## src/rtl/datapath_pkg.sv

```systemverilog
// Shared types for the parametrised single-bus datapath: bus source encoding,
// memory handshake states and the register-index width helper.
package datapath_pkg;

    typedef enum logic [3:0] {
        SRC_NONE   = 4'd0,
        SRC_GPR    = 4'd1,
        SRC_HI     = 4'd2,
        SRC_LO     = 4'd3,
        SRC_ZHI    = 4'd4,
        SRC_ZLO    = 4'd5,
        SRC_PC     = 4'd6,
        SRC_MDR    = 4'd7,
        SRC_INPORT = 4'd8,
        SRC_C      = 4'd9
    } src_e;

    typedef enum logic {
        ST_IDLE = 1'b0,
        ST_REQ  = 1'b1
    } mem_state_e;

    // A one-entry file still needs a one-bit index port.
    function automatic int idx_w(input int n);
        return (n > 1) ? $clog2(n) : 1;
    endfunction

endpackage

```

## src/rtl/dp_register.sv

```systemverilog
// Generic datapath register: asynchronous clear, synchronous load on enable.
module dp_register #(
    parameter int WIDTH = 32
) (
    input  logic             clock,
    input  logic             clear,
    input  logic             en,
    input  logic [WIDTH-1:0] d,
    output logic [WIDTH-1:0] q
);

    always_ff @(posedge clock or posedge clear) begin
        if (clear) begin
            q <= '0;
        end else if (en) begin
            q <= d;
        end
    end

endmodule

```

## src/rtl/datapath_gen.sv

```systemverilog
// Single-bus datapath: encoded bus mux, GPR file, special registers and a
// registered memory handshake that tolerates wait-stated memory.
module datapath_gen
    import datapath_pkg::*;
#(
    parameter int WIDTH      = 32,
    parameter int NUM_REGS   = 16,
    parameter int IMM_W      = 19,
    parameter int PC_STEP    = 1,
    parameter bit R0_BA_ZERO = 1'b1,
    localparam int IDX_W     = idx_w(NUM_REGS)
) (
    input  logic               clock,
    input  logic               clear,
    input  logic [3:0]         src_sel,
    input  logic [IDX_W-1:0]   gpr_rd_idx,
    input  logic               ba_out,
    input  logic               gpr_wr,
    input  logic [IDX_W-1:0]   gpr_wr_idx,
    input  logic               pc_in,
    input  logic               pc_inc,
    input  logic               ir_in,
    input  logic               y_in,
    input  logic               z_in,
    input  logic               hi_in,
    input  logic               lo_in,
    input  logic               mar_in,
    input  logic               mdr_in,
    input  logic               outport_in,
    input  logic [2*WIDTH-1:0] alu_result,
    input  logic [WIDTH-1:0]   inport_data,
    input  logic               mem_read,
    input  logic               mem_write,
    input  logic [WIDTH-1:0]   mem_rdata,
    input  logic               mem_ack,
    output logic               mem_req,
    output logic               mem_we,
    output logic [WIDTH-1:0]   mem_addr,
    output logic [WIDTH-1:0]   mem_wdata,
    output logic               mem_busy,
    output logic               mem_done,
    output logic [WIDTH-1:0]   bus_out,
    output logic [WIDTH-1:0]   y_out,
    output logic [WIDTH-1:0]   ir_out,
    output logic [WIDTH-1:0]   outport_data
);

    logic [WIDTH-1:0] bus;
    logic [WIDTH-1:0] pc_q, pc_d, ir_q, y_q, hi_q, lo_q, mar_q, outport_q, zhi_q, zlo_q;
    logic [WIDTH-1:0] mdr_q, mdr_d;
    logic [WIDTH-1:0] gpr_q [NUM_REGS];
    logic [WIDTH-1:0] gpr_rd;
    logic signed [IMM_W-1:0] imm_s;
    logic signed [WIDTH-1:0] imm_ext;
    mem_state_e       state_q, state_d;
    logic             we_q, we_d;
    logic             done_q, done_d;

    // pc_in outranks pc_inc; the increment wraps modulo 2^WIDTH.
    always_comb begin
        pc_d = pc_in ? bus : pc_q + WIDTH'(PC_STEP);
    end

    dp_register #(.WIDTH(WIDTH)) u_pc      (.clock(clock), .clear(clear), .en(pc_in | pc_inc), .d(pc_d), .q(pc_q));
    dp_register #(.WIDTH(WIDTH)) u_ir      (.clock(clock), .clear(clear), .en(ir_in),      .d(bus), .q(ir_q));
    dp_register #(.WIDTH(WIDTH)) u_y       (.clock(clock), .clear(clear), .en(y_in),       .d(bus), .q(y_q));
    dp_register #(.WIDTH(WIDTH)) u_hi      (.clock(clock), .clear(clear), .en(hi_in),      .d(bus), .q(hi_q));
    dp_register #(.WIDTH(WIDTH)) u_lo      (.clock(clock), .clear(clear), .en(lo_in),      .d(bus), .q(lo_q));
    dp_register #(.WIDTH(WIDTH)) u_mar     (.clock(clock), .clear(clear), .en(mar_in),     .d(bus), .q(mar_q));
    dp_register #(.WIDTH(WIDTH)) u_outport (.clock(clock), .clear(clear), .en(outport_in), .d(bus), .q(outport_q));
    dp_register #(.WIDTH(WIDTH)) u_zhi     (.clock(clock), .clear(clear), .en(z_in), .d(alu_result[2*WIDTH-1:WIDTH]), .q(zhi_q));
    dp_register #(.WIDTH(WIDTH)) u_zlo     (.clock(clock), .clear(clear), .en(z_in), .d(alu_result[WIDTH-1:0]),       .q(zlo_q));

    always_ff @(posedge clock or posedge clear) begin
        if (clear) begin
            for (int i = 0; i < NUM_REGS; i++) begin
                gpr_q[i] <= '0;
            end
        end else if (gpr_wr && (int'(gpr_wr_idx) < NUM_REGS)) begin
            gpr_q[gpr_wr_idx] <= bus;
        end
    end

    assign imm_s   = ir_q[IMM_W-1:0];
    assign imm_ext = WIDTH'(imm_s);

    always_comb begin
        gpr_rd = '0;
        if (int'(gpr_rd_idx) < NUM_REGS) begin
            gpr_rd = gpr_q[gpr_rd_idx];
        end
        // R0 used as a base address reads as zero.
        if (R0_BA_ZERO && ba_out && (gpr_rd_idx == '0)) begin
            gpr_rd = '0;
        end
        bus = '0;
        case (src_e'(src_sel))
            SRC_GPR:    bus = gpr_rd;
            SRC_HI:     bus = hi_q;
            SRC_LO:     bus = lo_q;
            SRC_ZHI:    bus = zhi_q;
            SRC_ZLO:    bus = zlo_q;
            SRC_PC:     bus = pc_q;
            SRC_MDR:    bus = mdr_q;
            SRC_INPORT: bus = inport_data;
            SRC_C:      bus = imm_ext;
            default:    bus = '0;
        endcase
    end

    // Memory handshake; MDR is frozen during REQ except for read-ack data.
    always_comb begin
        state_d = state_q;
        we_d    = we_q;
        done_d  = 1'b0;
        mdr_d   = mdr_q;
        case (state_q)
            ST_IDLE: begin
                if (mdr_in) begin
                    mdr_d = bus;
                end
                if (mem_read || mem_write) begin
                    state_d = ST_REQ;
                    we_d    = ~mem_read;
                end
            end
            ST_REQ: begin
                if (mem_ack) begin
                    state_d = ST_IDLE;
                    done_d  = 1'b1;
                    if (!we_q) begin
                        mdr_d = mem_rdata;
                    end
                end
            end
            default: state_d = ST_IDLE;
        endcase
    end

    always_ff @(posedge clock or posedge clear) begin
        if (clear) begin
            state_q <= ST_IDLE;
            we_q    <= 1'b0;
            done_q  <= 1'b0;
            mdr_q   <= '0;
        end else begin
            state_q <= state_d;
            we_q    <= we_d;
            done_q  <= done_d;
            mdr_q   <= mdr_d;
        end
    end

    assign mem_req      = (state_q == ST_REQ);
    assign mem_busy     = (state_q == ST_REQ);
    assign mem_we       = (state_q == ST_REQ) && we_q;
    assign mem_done     = done_q;
    assign mem_addr     = mar_q;
    assign mem_wdata    = mdr_q;
    assign bus_out      = bus;
    assign y_out        = y_q;
    assign ir_out       = ir_q;
    assign outport_data = outport_q;

endmodule

```

## config.mk

```make
export PLATFORM = sky130hd
export DESIGN_NAME = datapath_gen
export DESIGN_NICKNAME = d
export VERILOG_FILES = /design/src/rtl/datapath_pkg.sv /design/src/rtl/dp_register.sv /design/src/rtl/datapath_gen.sv
export SDC_FILE = /design/constraint.sdc
export NUM_CORES = 2
export LEC_CHECK = 0
export BUFFER_PORTS_ARGS = -buffer_cell sky130_fd_sc_hd__buf_4
export CORE_MARGIN = 2
export CORE_UTILIZATION = 62
export CTS_CLUSTER_DIAMETER = 40
export DETAILED_ROUTE_END_ITERATION = 12
export HOLD_SLACK_MARGIN = 0.02
export PLACE_DENSITY = 0.83
export SYNTH_ARGS = -nofsm -noshare
export SYNTH_HDL_FRONTEND = slang
export SYNTH_SLANG_ARGS = --single-unit
```

## constraint.sdc

```tcl
create_clock -name clock -period 89 [get_ports clock]
set_clock_uncertainty 0.2 [all_clocks]
set_input_delay 17.8 -clock clock [delete_from_list [all_inputs] [get_ports clock]]
set_output_delay 17.8 -clock clock [all_outputs]
set_load 0.05 [all_outputs]
```

* Word level (Yosys, flattened, before mapping) *
Index checks and enable logic that the tools add are counted.

word-level totals
  input port bits = 157
  register bits = 835

cells by class
  equal/unequal tests = 12
  mux-type cells = 18
  $add $sub $neg = 1
  reduce and logical (&&, ||, !) cells = 7
  bitwise operators = 5
  order comparisons = 3

operator list
  operator               number
  $bwmux 512             1
  $pmux 32 s9            1
  $mux 32                8
  $bmux 32 s4            1
  $demux 32 s4           1
  $pmux 32 s2            1
  $add 32x1->32 const B  1
  $eq 4x3->1 const B     4
  $ge 5x5->1 const B     2
  $not 4->5              2
  $eq 4x2->1 const B     2
  $eq 4x4->1 const B     2
  $ne 2x2->1 const B     3
  $lt 5x1->1 const B     1
  $eq 4x1->1 const B     1
  $logic_not 4->1        1
  $mux 1                 4
  $logic_and 1x1->1      3
  $reduce_and 3->1       1
  $not 1->1              2
  $pmux 1 s2             1
  $reduce_and 2->1       1
  $logic_or 1x1->1       1
  $or 1x1->1             1

* Logic depth before layout (Yosys ltp) *
  depth after elaboration = 8
  mapped depth = 11
  mapped depth without buffers = 6

* Cells and area by module *
From an unflattened synthesis, not the netlist that was laid out.

unflattened totals
  cell total of the unflattened synthesis = 3405
  area total of the unflattened synthesis = 39663.0 µm²

modules (own cells, without submodules)
  module        cells each  area each (µm²)  sequential area each (µm²)  times used
  datapath_gen  2784        27523.9          13688.1                     1
  dp_register   69          1348.8           800.8                       9

* Worst setup path after synthesis *
OpenSTA, ideal clock, no wires.

  path kind = input to output
  start point = input src_sel[0]
  end point = output bus_out[2]
  arrival time = 19630 ps
  path slack = 51370 ps
  cell stages on the path = 9
  path through = buf_2 > buf_2 > buf_4 > mux2i_1 > nor2_1 > a2111oi_1 > o211a_1 > buf_4 > inv_1

between the ends
  word-level cells in the longest chain between the ends = 2
  elaborated cells on any way between the ends = 10

ends and longest elaborated chain
  what                                RTL line            RTL
  start: declaration                  datapath_gen.sv:15  input logic [3:0] src_sel,
  $eq 4x4->1 (tied with other cells)  datapath_gen.sv:97  case (src_e'(src_sel))
  $pmux 32 s9 (*)                     datapath_gen.sv:97
  end: declaration                    datapath_gen.sv:42  output logic [WIDTH-1:0] bus_out,

Mark *: on every way between the ends. The rest lies on a longest branch, timed or not.

* Worst setup path in the final report *
  start point = input src_sel[0]
  end point = output bus_out[9]

The elaborated chain is that of the path after synthesis.

==> impl_results.md <==
- Most used cell, CP: buf_4
- Worst-Margin Slew: 1.26 ns
- Max layer used: met5
- Post-synth EDFFs: 0
- Drt pass-1 iters: 6
- Post-Synthesis Cell Area: 37700 sq um
- Tot Pwr: 1.16 mW
- First DRT Iteration DRCs: 3500
- RR Endpoint: mem_wdata[15]
- Tot GR Track Use: 36.9%
- Reg power frac: 43.3%
- Total negative slack: 0 ns
- Switching share of power: 32.5%
- Hold Path End: gpr_q[353]
- Net load switching power: 0.378 mW
- Met2 WL post-DR: 54000 um
- Setup CP Type: in -> out
- Bufs and invs on worst path: 4
- Cell family with most CP delay: buffers and inverters
- Critical path data arrival time: 21.58 ns
- Setup-failing EPs final: 0
- Most common cell in the netlist: dfrtp_1
- GP Congestion: 0.915
- Final Hold Vio Count: 0
- Largest family of logic cells by synthesized area: multiplexers
- Hold Crit Class: reg -> reg
- DIE AREA: 62700 sq um
- Post-CTS Hold Buffers: 0
- CTS Buffer Depth: 3
- FF-to-FF path depth: 6
- Max-Cap Viols: 0
- Gate Count Post-Synth: 3500
- Worst-path clk slew: 0.06 ns
- Max Slew Vio Count: 0
- Internal Power: 0.785 mW
- F_max: 25.3 MHz
- Share of cells above drive strength 1: 23.8%
- Slowest stage delay, CP: 0.99 ns
- CP required: 71.00 ns
- Worst slew margin: 16.1%
- Post-synth top area share: 55.5%
- Antenna-violating nets left: 0
- Synth top cells by count: dfrtp_1, nor2_1, a21oi_1
- Clock Power Share: 34.1%
- Min Tclk post-route: 39.58 ns
- Post-synth cell types: 76
- Die width: 250 um
- Synth Area in Compound Gates: 13.6%
- Post-route clock period utilization: 44.5%
- Hold_sp: gpr_q[353]
- Crit. End Element: output pin
- Post-CTS Resized: 0
- Comb pwr share: 22.5%
- Met1 WL: 40900 um
- CORE AREA: 60200 sq um
- Initial Util: 62.5%
- Post-synth top area cell: dfrtp_1
- Power density over cell area: 26.7 nW/um^2
- Critical path, cell by cell: buf_4 > buf_4 > nor2_1 > a22oi_1 > o221ai_1 > nor3_4 > inv_1 > buf_4
- First-pass GRT wire length: 176000 um
- Leak: 19.5 nW
- Area delta synth->final: 15.7%
- Met3 wire len: 11300 um
- Routed WL: 115000 um
- Area contributors post-synth: dfrtp_1, a21oi_1, mux4_2
- Worst-skew pair later-pin latency: 0.65 ns
- Vias/cell: 6.51
- Rows: 90
- CTS tree: yes
- Initial antenna violation count: 3
- Io pins: 353
- Post-synth top flop: dfrtp_1
- Unrepaired setup endpoints after global routing: no
- Routed len/inst: 25.2 um
- Mux contribution to synthesized area: 13.7%
- Hold Path Cell Cnt: 2
- R2R setup slack: 86.02 ns
- Mapped Nets: 3658
- Register area share after synthesis: 55.5%
- Clock Sinks: 835
- Syn Area/Cell: 10.8 sq um
- # DRC: 0
- Grt ovf: 0
- Vias in the first global route: 30000
- Crit-path slowest cell: nor3_4
- Post-DP HPWL: 70000 um
- Synth Area in Adders: 0.0332%
- IO Port Bufs: 352
- Final Net Count: 3856
- Post-synthesis xor/xnor area fraction: 0.721%
- Startpoint types: input pin
- Post-synthesis simple-gate area fraction: 11.9%
- Ys Warns: 0
- Chip height: 250 um
- Htree depth: 3
- Status: completed
- Peak supply drop: 0.0279 mV
- CTS root buffer: clkbuf_16
- Setup bufs post-CTS: 0
- DR vias: 29600
- Critical Path Fanout Max: 54
- Num CTS Buffers: 95
- Seq cells post-synth: 835
- RR Startpoint: mem_busy
- FFs w/ async S/R, synth: 100%
- Largest net degree at the start of global routing: 196
==> metrics by stage <==
stage               hold slack (ns)  instance area [sq um]  worst slack [ns]  util [%]  std cells
floorplan                     0.242                  37700             47.54         -       3500
global placement              0.255                  40400             49.34      67.0       4382
detailed placement            0.263                  40400             49.38      67.0       4382
CTS                           0.278                  43600             49.38      72.3       4552
global route                  0.293                  43600             49.17      72.3       4554
finish                        0.275                  43600             49.42      72.3       4555
==> routing by layer <==
layer	track usage, %	vias to the layer above
met2	57.0	1823
met3	8.43	472
met5	0	-
met4	25.1	2
li1	-	12600
met1	47.0	14700
==> worst reg2reg max path: cells and delay by family, from the launching register on <==
family,cells,cell delay [ns]
compound gates,3,1.50
buf+inv,2,0.68
simple gates,1,0.14
flops,1,0.37
==> layout make-up <==
class	count	area (sq um)
Multi-Input combinational cell	2312	15200
Clock inverter	49	571
Fill cell	3928	16700
Antenna cell	2	5.00
Clock buffer	121	2630
Inverter	37	146
Tap cell	782	978
Sequential cell	835	20900
Timing Repair Buffer	417	3160
==> cell families (layout without fill, tap and decap cells) <==
| kind of cell | after synthesis | after routing |
|---|---|---|
| adders and majority gates | 1 | 1 |
| muxes | 364 | 364 |
| xor gates and xnor gates | 31 | 31 |
| buffers and inverters | 353 | 624 |
| DFF | 835 | 835 |
| and+or+nand+nor | 993 | 993 |
| AOI/OAI and AO/OA | 923 | 923 |
| other | 0 | 2 |
==> power groups by stage <==
stage / Clock, mW / Combinational, mW / Sequential (mW)
detailed placement: 0 / 0.258 / 0.506
floorplan: 0 / 0.146 / 0.535
global route: 0.413 / 0.281 / 0.511
global placement: 0 / 0.249 / 0.503
finish: 0.397 / 0.262 / 0.504
CTS: 0.398 / 0.261 / 0.502
==> worst max path at each step <==
stage                              from     endpoint  slack, ns  cells past startpoint
after global placement    gpr_rd_idx[1]  bus_out[30]      49.34                      9
after global routing      gpr_rd_idx[1]  bus_out[30]      49.17                      9
after floorplan                   clear     gpr_q[0]      47.54                      1
after detailed placement  gpr_rd_idx[1]  bus_out[30]      49.38                      9
after CTS                 gpr_rd_idx[1]  bus_out[30]      49.38                      9
final                        src_sel[0]   bus_out[9]      49.42                      8
==> placed cells by master (no fill, tap or decap), types with 9 or more instances in the layout <==
master | Yosys | routed
dfrtp_1 | 835 | 835
nor2_1 | 581 | 571
a21oi_1 | 527 | 527
buf_4 | 44 | 413
o21ai_0 | 229 | 229
nand2_1 | 222 | 221
mux2i_1 | 129 | 129
mux2_2 | 123 | 123
mux4_2 | 109 | 109
clkbuf_16 | 0 | 96
o22ai_1 | 36 | 36
inv_1 | 36 | 35
xor2_1 | 25 | 25
or3_1 | 25 | 23
nor3_1 | 21 | 21
a22oi_1 | 20 | 20
nand4_1 | 19 | 19
o22a_1 | 18 | 18
o21ai_1 | 18 | 18
a21oi_2 | 17 | 17
nor2b_1 | 18 | 16
o221ai_1 | 15 | 15
nand2b_1 | 16 | 13
inv_6 | 0 | 13
clkbuf_8 | 0 | 13
nor2_2 | 11 | 12
clkbuf_1 | 169 | 12
nand3_1 | 11 | 11
nor2_4 | 0 | 9
clkinv_4 | 0 | 9
==> registers in the layout (all words and copies together), names as in the netlist, 32 cells and up <==
register / cells
gpr_q: 512
mem_wdata: 32
u_hi.q: 32
u_ir.q: 32
u_lo.q: 32
u_mar.q: 32
u_outport.q: 32
u_pc.q: 32
u_y.q: 32
u_zhi.q: 32
u_zlo.q: 32
Power figures use the tool's default switching activity.
